**src/rtl/store_write_buffer_pkg.sv**
```systemverilog
// Shared types for the posted-store write buffer: store sizes, the buffered
// entry layout and the drain FSM encoding.
package wb_pkg;

    localparam int WB_WIDTH = 32;

    typedef enum logic [1:0] {
        SZ_BYTE = 2'b00,
        SZ_HALF = 2'b01,
        SZ_WORD = 2'b10
    } size_t;

    typedef struct packed {
        logic [WB_WIDTH-1:0] addr;
        logic [WB_WIDTH-1:0] data;
        size_t               size;
    } entry_t;

    typedef enum logic {
        IDLE = 1'b0,
        BUSY = 1'b1
    } state_t;

    // Occupancy counter must hold 0..depth inclusive.
    function automatic int count_w(input int depth);
        return $clog2(depth) + 1;
    endfunction

endpackage

```
**src/rtl/store_write_buffer_cam.sv**
```systemverilog
// Entry storage for the write buffer with per-entry valid bits and a parallel
// word-address compare used to detect loads hitting a pending store.
module write_buffer_cam
    import wb_pkg::*;
#(
    parameter int DEPTH = 4,
    parameter int PTR_W = $clog2(DEPTH)
) (
    input  logic                  clk,
    input  logic                  rst_n,
    input  logic                  i_wr_en,
    input  logic [PTR_W-1:0]      i_wr_ptr,
    input  entry_t                i_wr_entry,
    input  logic                  i_rd_en,
    input  logic [PTR_W-1:0]      i_rd_ptr,
    output entry_t                o_head,
    input  logic [WB_WIDTH-3:0]   i_ld_word,
    output logic                  o_match
);

    entry_t             r_mem [DEPTH];
    logic [DEPTH-1:0]   r_valid;
    logic               w_hit;

    // A push never lands on the head slot while it is live, so clear-then-set
    // ordering is only a formality here.
    always_ff @(posedge clk or negedge rst_n) begin
        if (!rst_n) begin
            for (int i = 0; i < DEPTH; i++) begin
                r_mem[i] <= '0;
            end
            r_valid <= '0;
        end else begin
            if (i_rd_en) begin
                r_valid[i_rd_ptr] <= 1'b0;
            end
            if (i_wr_en) begin
                r_mem[i_wr_ptr]   <= i_wr_entry;
                r_valid[i_wr_ptr] <= 1'b1;
            end
        end
    end

    always_comb begin
        w_hit = 1'b0;
        for (int i = 0; i < DEPTH; i++) begin
            if (r_valid[i] && (r_mem[i].addr[WB_WIDTH-1:2] == i_ld_word)) begin
                w_hit = 1'b1;
            end
        end
    end

    assign o_head  = r_mem[i_rd_ptr];
    assign o_match = w_hit;

endmodule

```
**src/rtl/store_write_buffer.sv**
```systemverilog
// Posted-store FIFO between the memory stage and RAM: pointers, occupancy,
// drain handshake and memory-stage stall generation.
//
// state | meaning
// IDLE  | nothing to drain, ram_wen low
// BUSY  | head entry presented to RAM, waiting for ram_ack
module store_write_buffer
    import wb_pkg::*;
#(
    parameter int WIDTH = WB_WIDTH,
    parameter int DEPTH = 4
) (
    input  logic                    clk,
    input  logic                    rst_n,
    input  logic                    st_valid,
    input  logic [1:0]              st_size,
    input  logic [WIDTH-1:0]        st_addr,
    input  logic [WIDTH-1:0]        st_data,
    output logic                    st_ready,
    input  logic                    ld_valid,
    input  logic [WIDTH-1:0]        ld_addr,
    output logic                    ld_conflict,
    output logic                    stall,
    output logic                    ram_wen,
    output logic [1:0]              ram_size,
    output logic [WIDTH-1:0]        ram_addr,
    output logic [WIDTH-1:0]        ram_wdata,
    input  logic                    ram_ack,
    output logic                    empty,
    output logic [$clog2(DEPTH):0]  count
);

    localparam int PTR_W   = $clog2(DEPTH);
    localparam int COUNT_W = count_w(DEPTH);

    logic [PTR_W-1:0]   r_wr_ptr;
    logic [PTR_W-1:0]   r_rd_ptr;
    logic [COUNT_W-1:0] r_count;
    logic [COUNT_W-1:0] w_count_nxt;
    state_t             r_state;
    state_t             w_state_nxt;
    logic               w_push;
    logic               w_pop;
    logic               w_match;
    logic               w_busy;
    entry_t             w_wr_entry;
    entry_t             w_head;
    logic               w_unused_ld_lsb;

    assign st_ready    = (r_count != COUNT_W'(DEPTH));
    assign w_push      = st_valid && st_ready;
    assign w_pop       = w_busy && ram_ack;
    assign w_count_nxt = r_count + COUNT_W'(w_push) - COUNT_W'(w_pop);

    always_comb begin
        w_wr_entry      = '0;
        w_wr_entry.addr = st_addr;
        w_wr_entry.data = st_data;
        w_wr_entry.size = size_t'(st_size);
    end

    write_buffer_cam #(
        .DEPTH (DEPTH),
        .PTR_W (PTR_W)
    ) u_cam (
        .clk        (clk),
        .rst_n      (rst_n),
        .i_wr_en    (w_push),
        .i_wr_ptr   (r_wr_ptr),
        .i_wr_entry (w_wr_entry),
        .i_rd_en    (w_pop),
        .i_rd_ptr   (r_rd_ptr),
        .o_head     (w_head),
        .i_ld_word  (ld_addr[WIDTH-1:2]),
        .o_match    (w_match)
    );

    always_ff @(posedge clk or negedge rst_n) begin
        if (!rst_n) begin
            r_wr_ptr <= '0;
            r_rd_ptr <= '0;
            r_count  <= '0;
        end else begin
            if (w_push) begin
                r_wr_ptr <= r_wr_ptr + PTR_W'(1);
            end
            if (w_pop) begin
                r_rd_ptr <= r_rd_ptr + PTR_W'(1);
            end
            r_count <= w_count_nxt;
        end
    end

    always_ff @(posedge clk or negedge rst_n) begin
        if (!rst_n) begin
            r_state <= IDLE;
        end else begin
            r_state <= w_state_nxt;
        end
    end

    always_comb begin
        w_state_nxt = r_state;
        case (r_state)
            IDLE: if (w_count_nxt != '0) w_state_nxt = BUSY;
            BUSY: if (w_pop && (w_count_nxt == '0)) w_state_nxt = IDLE;
            default: w_state_nxt = IDLE;
        endcase
    end

    always_comb begin
        w_busy  = 1'b0;
        ram_wen = 1'b0;
        case (r_state)
            BUSY: begin
                w_busy  = 1'b1;
                ram_wen = 1'b1;
            end
            default: begin
                w_busy  = 1'b0;
                ram_wen = 1'b0;
            end
        endcase
    end

    assign ram_size        = w_head.size;
    assign ram_addr        = w_head.addr;
    assign ram_wdata       = w_head.data;
    assign ld_conflict     = ld_valid && w_match;
    assign stall           = (st_valid && !st_ready) || ld_conflict;
    assign empty           = (r_count == '0);
    assign count           = r_count;
    assign w_unused_ld_lsb = &{1'b0, ld_addr[1:0]};

    a_ld_st_exclusive: assert property (@(posedge clk) disable iff (!rst_n)
        !(st_valid && ld_valid));
    a_st_size_legal: assert property (@(posedge clk) disable iff (!rst_n)
        !(st_valid && (st_size == 2'b11)));

endmodule

```
**config.mk**
```make
export PLATFORM = sky130hd
export DESIGN_NAME = store_write_buffer
export DESIGN_NICKNAME = d
export VERILOG_FILES = /design/src/rtl/store_write_buffer_pkg.sv /design/src/rtl/store_write_buffer_cam.sv /design/src/rtl/store_write_buffer.sv
export SDC_FILE = /design/constraint.sdc
export NUM_CORES = 1
export LEC_CHECK = 0
export CAP_MARGIN = 20
export CELL_PAD_IN_SITES_DETAIL_PLACEMENT = 1
export CELL_PAD_IN_SITES_GLOBAL_PLACEMENT = 2
export CORE_MARGIN = 2
export CORE_UTILIZATION = 44
export CTS_CLUSTER_DIAMETER = 60
export CTS_CLUSTER_SIZE = 8
export DETAILED_ROUTE_END_ITERATION = 8
export PLACE_DENSITY_LB_ADDON = 0.2
export SYNTH_ARGS = -nofsm -noshare
export SYNTH_HDL_FRONTEND = slang
export SYNTH_SLANG_ARGS = --single-unit
```
**constraint.sdc**
```tcl
create_clock -name clk -period 6.6 [get_ports clk]
set_clock_uncertainty 0.05 [all_clocks]
set_input_delay 1.32 -clock clk [delete_from_list [all_inputs] [get_ports clk]]
set_output_delay 1.32 -clock clk [all_outputs]
set_load 0.01 [all_outputs]
```
==> flow_metrics.py <==
metrics = {
    "place": {
        "numPlacedInstances": 1404,
        "dp_hpwl_microns": 23400,
        "portBuffers": 174,
        "place_congestion": 0.809,
        "dpl_cell_area_sq_um": 15800,
        "post-place-ws_ns": 1.08,
    },
    "synthesis": {
        "synthesis.nets": 993,
        "yosys-top-cells-count": "sky130_fd_sc_hd__dfrtp_1, sky130_fd_sc_hd__mux2_2, sky130_fd_sc_hd__mux2_4, sky130_fd_sc_hd__xnor2_1, sky130_fd_sc_hd__mux4_2",
        "avgSynthCellArea_sq_um": 15.9,
        "netlist_area_sq_um": 14000,
        "ys_types": 29,
        "synthDominantCellAreaShare_pct": 49.3,
        "synth_async_sr_flop_share_pct": 100,
        "synth-seq-area-share_pct": 49.3,
        "synthesis.instances": 879,
        "total_of_flip_flops_plus_latches_after_synthesis": 276,
        "synth_flop_cell": "sky130_fd_sc_hd__dfrtp_1",
        "synth.yosys.warnings": 0,
        "yosysMostFrequentCell": "sky130_fd_sc_hd__dfrtp_1",
        "synth_enable_flop_cells": 0,
        "synth_area_leader_cell": "sky130_fd_sc_hd__dfrtp_1",
        "ys_top_cells_by_area": "sky130_fd_sc_hd__dfrtp_1, sky130_fd_sc_hd__mux2_4, sky130_fd_sc_hd__mux2_2",
    },
    "sta": {
        "rsz0062_at_grt": "false",
        "report.final.setup_viol": 0,
        "timing_max_transition_violations_final": 0,
        "setup_total_negative_slack_ns": 0,
        "achievable-frequency_mhz": 181,
        "setup_slack_ns": 1.09,
        "final.period_utilization_pct": 83.5,
        "slew_headroom_pct": 33.2,
        "worst_pin_slew_ns": 1.00,
        "final_period_minus_worst_setup_slack_ns": 5.51,
        "report.final.hold_viol_count": 0,
    },
    "clocking": {
        "clk_transition_reported_paths_ns": 0.05,
        "tritoncts.num_buffers": 40,
        "cts_tree": "yes",
        "cts_sinks": 276,
        "cts_hold_buf": 0,
        "htreeDepth": 2,
        "cts_root_buf": "sky130_fd_sc_hd__clkbuf_16",
        "worstSkewPairLatency_ns": 0.51,
        "cts_setup_buffers": 0,
        "post_cts_resized": 0,
        "cts_buffer_depth": 3,
    },
    "detailed_routing": {
        "detail_route.wirelength.met1_microns": 16400,
        "remaining_drc_errors": 0,
        "route.detailed.wl_per_inst_microns": 24.6,
        "detailroute.wirelength.met2_microns": 16900,
        "dr.max_layer_used": "met4",
        "detailed_routing_iteration_count_for_the_pre_antenna_repair_pass": 4,
        "initialDrtViolationCount": 310,
        "wl_met3_microns": 1540,
        "drt-vias-per-instance": 5.53,
        "antenna_violating_nets_post_route": 0,
        "routed-via-count": 8020,
        "wl_microns": 35600,
    },
    "floorplanning": {
        "placeableCoreArea_sq_um": 31500,
        "top_level_ports": 177,
        "die-width_microns": 182,
        "start_util_pct": 44.5,
        "die_y_microns": 182,
        "die_area_sq_um": 33300,
        "placementRows": 65,
    },
    "finish": {
        "antenna_cells_inserted": 0,
        "fin_cells": 1450,
        "final_layout_size_suffix_gt1_share_pct": 37.2,
        "area_delta_synth_final_pct": 20.4,
        "design_area_sq_um": 16900,
        "finalNetCount": 1158,
    },
    "min_path": {
        "worst_hold_path_type": "flip-flop to flip-flop",
    },
    "global_routing": {
        "groute.usage.overall_pct": 21.9,
        "via_count_of_the_first_global_routing_pass": 9171,
        "grt_start_max_net_pins": 115,
        "globalRouteOverflowTotal": 0,
        "grt_first_pass_wirelength_microns": 55700,
        "antenna_found_initial": 0,
    },
    "power_and_ir_drop": {
        "irDropWorstVdd_v": 0.000238,
        "p_total_w": 0.00953,
        "power_leakage_nw": 7.25,
        "power_density_nw_per_um2": 565,
    },
    "worst_setup_path": {
        "critical-path-max-stage-delay_ns": 0.54,
        "slowest_stage": "sky130_fd_sc_hd__clkdlybuf4s50_1",
        "worstPathCellList": "clkdlybuf4s50_1 -> xnor2_1 -> nand4_1 -> nor4_1 -> nand4_1 -> a41oi_2 -> a31o_2 -> clkdlybuf4s50_1",
        "start_kind": "input port",
        "cell_class_contributing_the_biggest_share_of_worst_path_delay": "buffers and inverters",
        "crit_path_end_kind": "output pin",
        "critical_path_class": "input port to output pin",
        "path_buf_inv": 2,
        "crit_path_max_fanout": 4,
        "reg2reg_slack_ns": 3.78,
        "cp.required_ns": 5.23,
        "arrival_ns": 4.14,
    },
    "job": {
        "cap_violations": 0,
    },
    "status": {
        "run_status": "finished, final reports clean",
    },
}
## worst register-to-register path, delay by kind of cell, from the launching register on
| kind | cells | cell delay, ns |
|---|---|---|
| XOR/XNOR | 2 | 0.30 |
| AND/OR/NAND/NOR | 4 | 0.98 |
| flip-flops | 1 | 0.44 |
| adder cells (fa/ha/maj) | 3 | 0.75 |
| buffers and inverters | 3 | 0.17 |
## cell usage in the layout (no fill, tap or decap)
master	Yosys	routed
sky130_fd_sc_hd__dfrtp_1	276	274
sky130_fd_sc_hd__clkdlybuf4s50_1	0	173
sky130_fd_sc_hd__mux2_2	148	148
sky130_fd_sc_hd__mux2_4	116	116
sky130_fd_sc_hd__xnor2_1	80	80
sky130_fd_sc_hd__mux4_2	66	66
sky130_fd_sc_hd__xor2_1	44	44
sky130_fd_sc_hd__clkbuf_16	0	41
sky130_fd_sc_hd__nand4_1	24	24
sky130_fd_sc_hd__nor4_1	16	16
sky130_fd_sc_hd__nand2_1	15	15
sky130_fd_sc_hd__ha_1	10	10
sky130_fd_sc_hd__inv_1	9	9
sky130_fd_sc_hd__buf_4	13	8
sky130_fd_sc_hd__clkbuf_1	18	5
sky130_fd_sc_hd__nand2_4	4	4
sky130_fd_sc_hd__o21ai_0	2	2
sky130_fd_sc_hd__dfrtp_4	0	2
sky130_fd_sc_hd__and2_1	1	1
sky130_fd_sc_hd__nor2_1	1	1
sky130_fd_sc_hd__and2_4	1	1
sky130_fd_sc_hd__a41oi_2	1	1
sky130_fd_sc_hd__a31o_2	1	1
sky130_fd_sc_hd__nor3_1	1	1
sky130_fd_sc_hd__nor2b_1	1	1
sky130_fd_sc_hd__or4_1	1	1
sky130_fd_sc_hd__fa_1	1	1
sky130_fd_sc_hd__buf_8	8	1
sky130_fd_sc_hd__buf_12	9	1
## sequential cells by signal (all words and copies together) (netlist names)
signal / cells
u_cam.r_mem: 264
u_cam.r_valid: 4
count: 3
r_rd_ptr: 2
r_wr_ptr: 2
r_state: 1
## path summary, 6_finish.rpt
path | startpoint | cells after the start | endpoint
max reg2reg | count[1] | 12 | r_state
max | ld_addr[22] | 8 | stall
min reg2reg | u_cam.r_valid[3] | 2 | u_cam.r_valid[3]
min | u_cam.r_valid[3] | 2 | u_cam.r_valid[3]
max in group asynchronous | rst_n | 2 | r_rd_ptr[0]
min in group asynchronous | rst_n | 1 | u_cam.r_mem[25]
## through the flow
step / util (%) / hold slack (ns)
after floorplan: - / 0.394
after global placement: 50.3 / 0.432
after detailed placement: 50.3 / 0.438
after CTS: 53.6 / 0.451
after global routing: 53.6 / 0.464
final: 53.6 / 0.440
## cell type report
cell class | instances | area (sq um)
Fill cell | 3002 | 14600
Multi-Input combinational cell | 534 | 6550
Tap cell | 402 | 503
Inverter | 9 | 33.8
Clock buffer | 46 | 1040
Timing Repair Buffer | 183 | 1830
Sequential cell | 276 | 6910
## layer usage
layer	vias to the layer above	GRT usage (%)
met5	-	0
met4	0	5.10
met3	56	3.75
met2	173	35.7
met1	4294	30.9
li1	3497	-
## report_power, final
part	total (W)	internal (W)	switching [W]
logic	0.00438	0.00275	0.00163
clock network	0.00181	0.00109	0.000714
registers	0.00334	0.00258	0.000760
## cell families (layout without fill, tap and decap cells)
kind of cell	count (synthesis)	after routing	share of synthesized area [%]
muxes	330	330	34.9
DFF	276	276	49.3
xor gates and xnor gates	124	124	7.75
buffers and inverters	69	238	3.97
and+or+nand+nor	65	65	2.78
adders and majority gates	11	11	1.04
AOI/OAI and AO/OA	4	4	0.250
No activity file was read; power rests on OpenSTA's default activity.
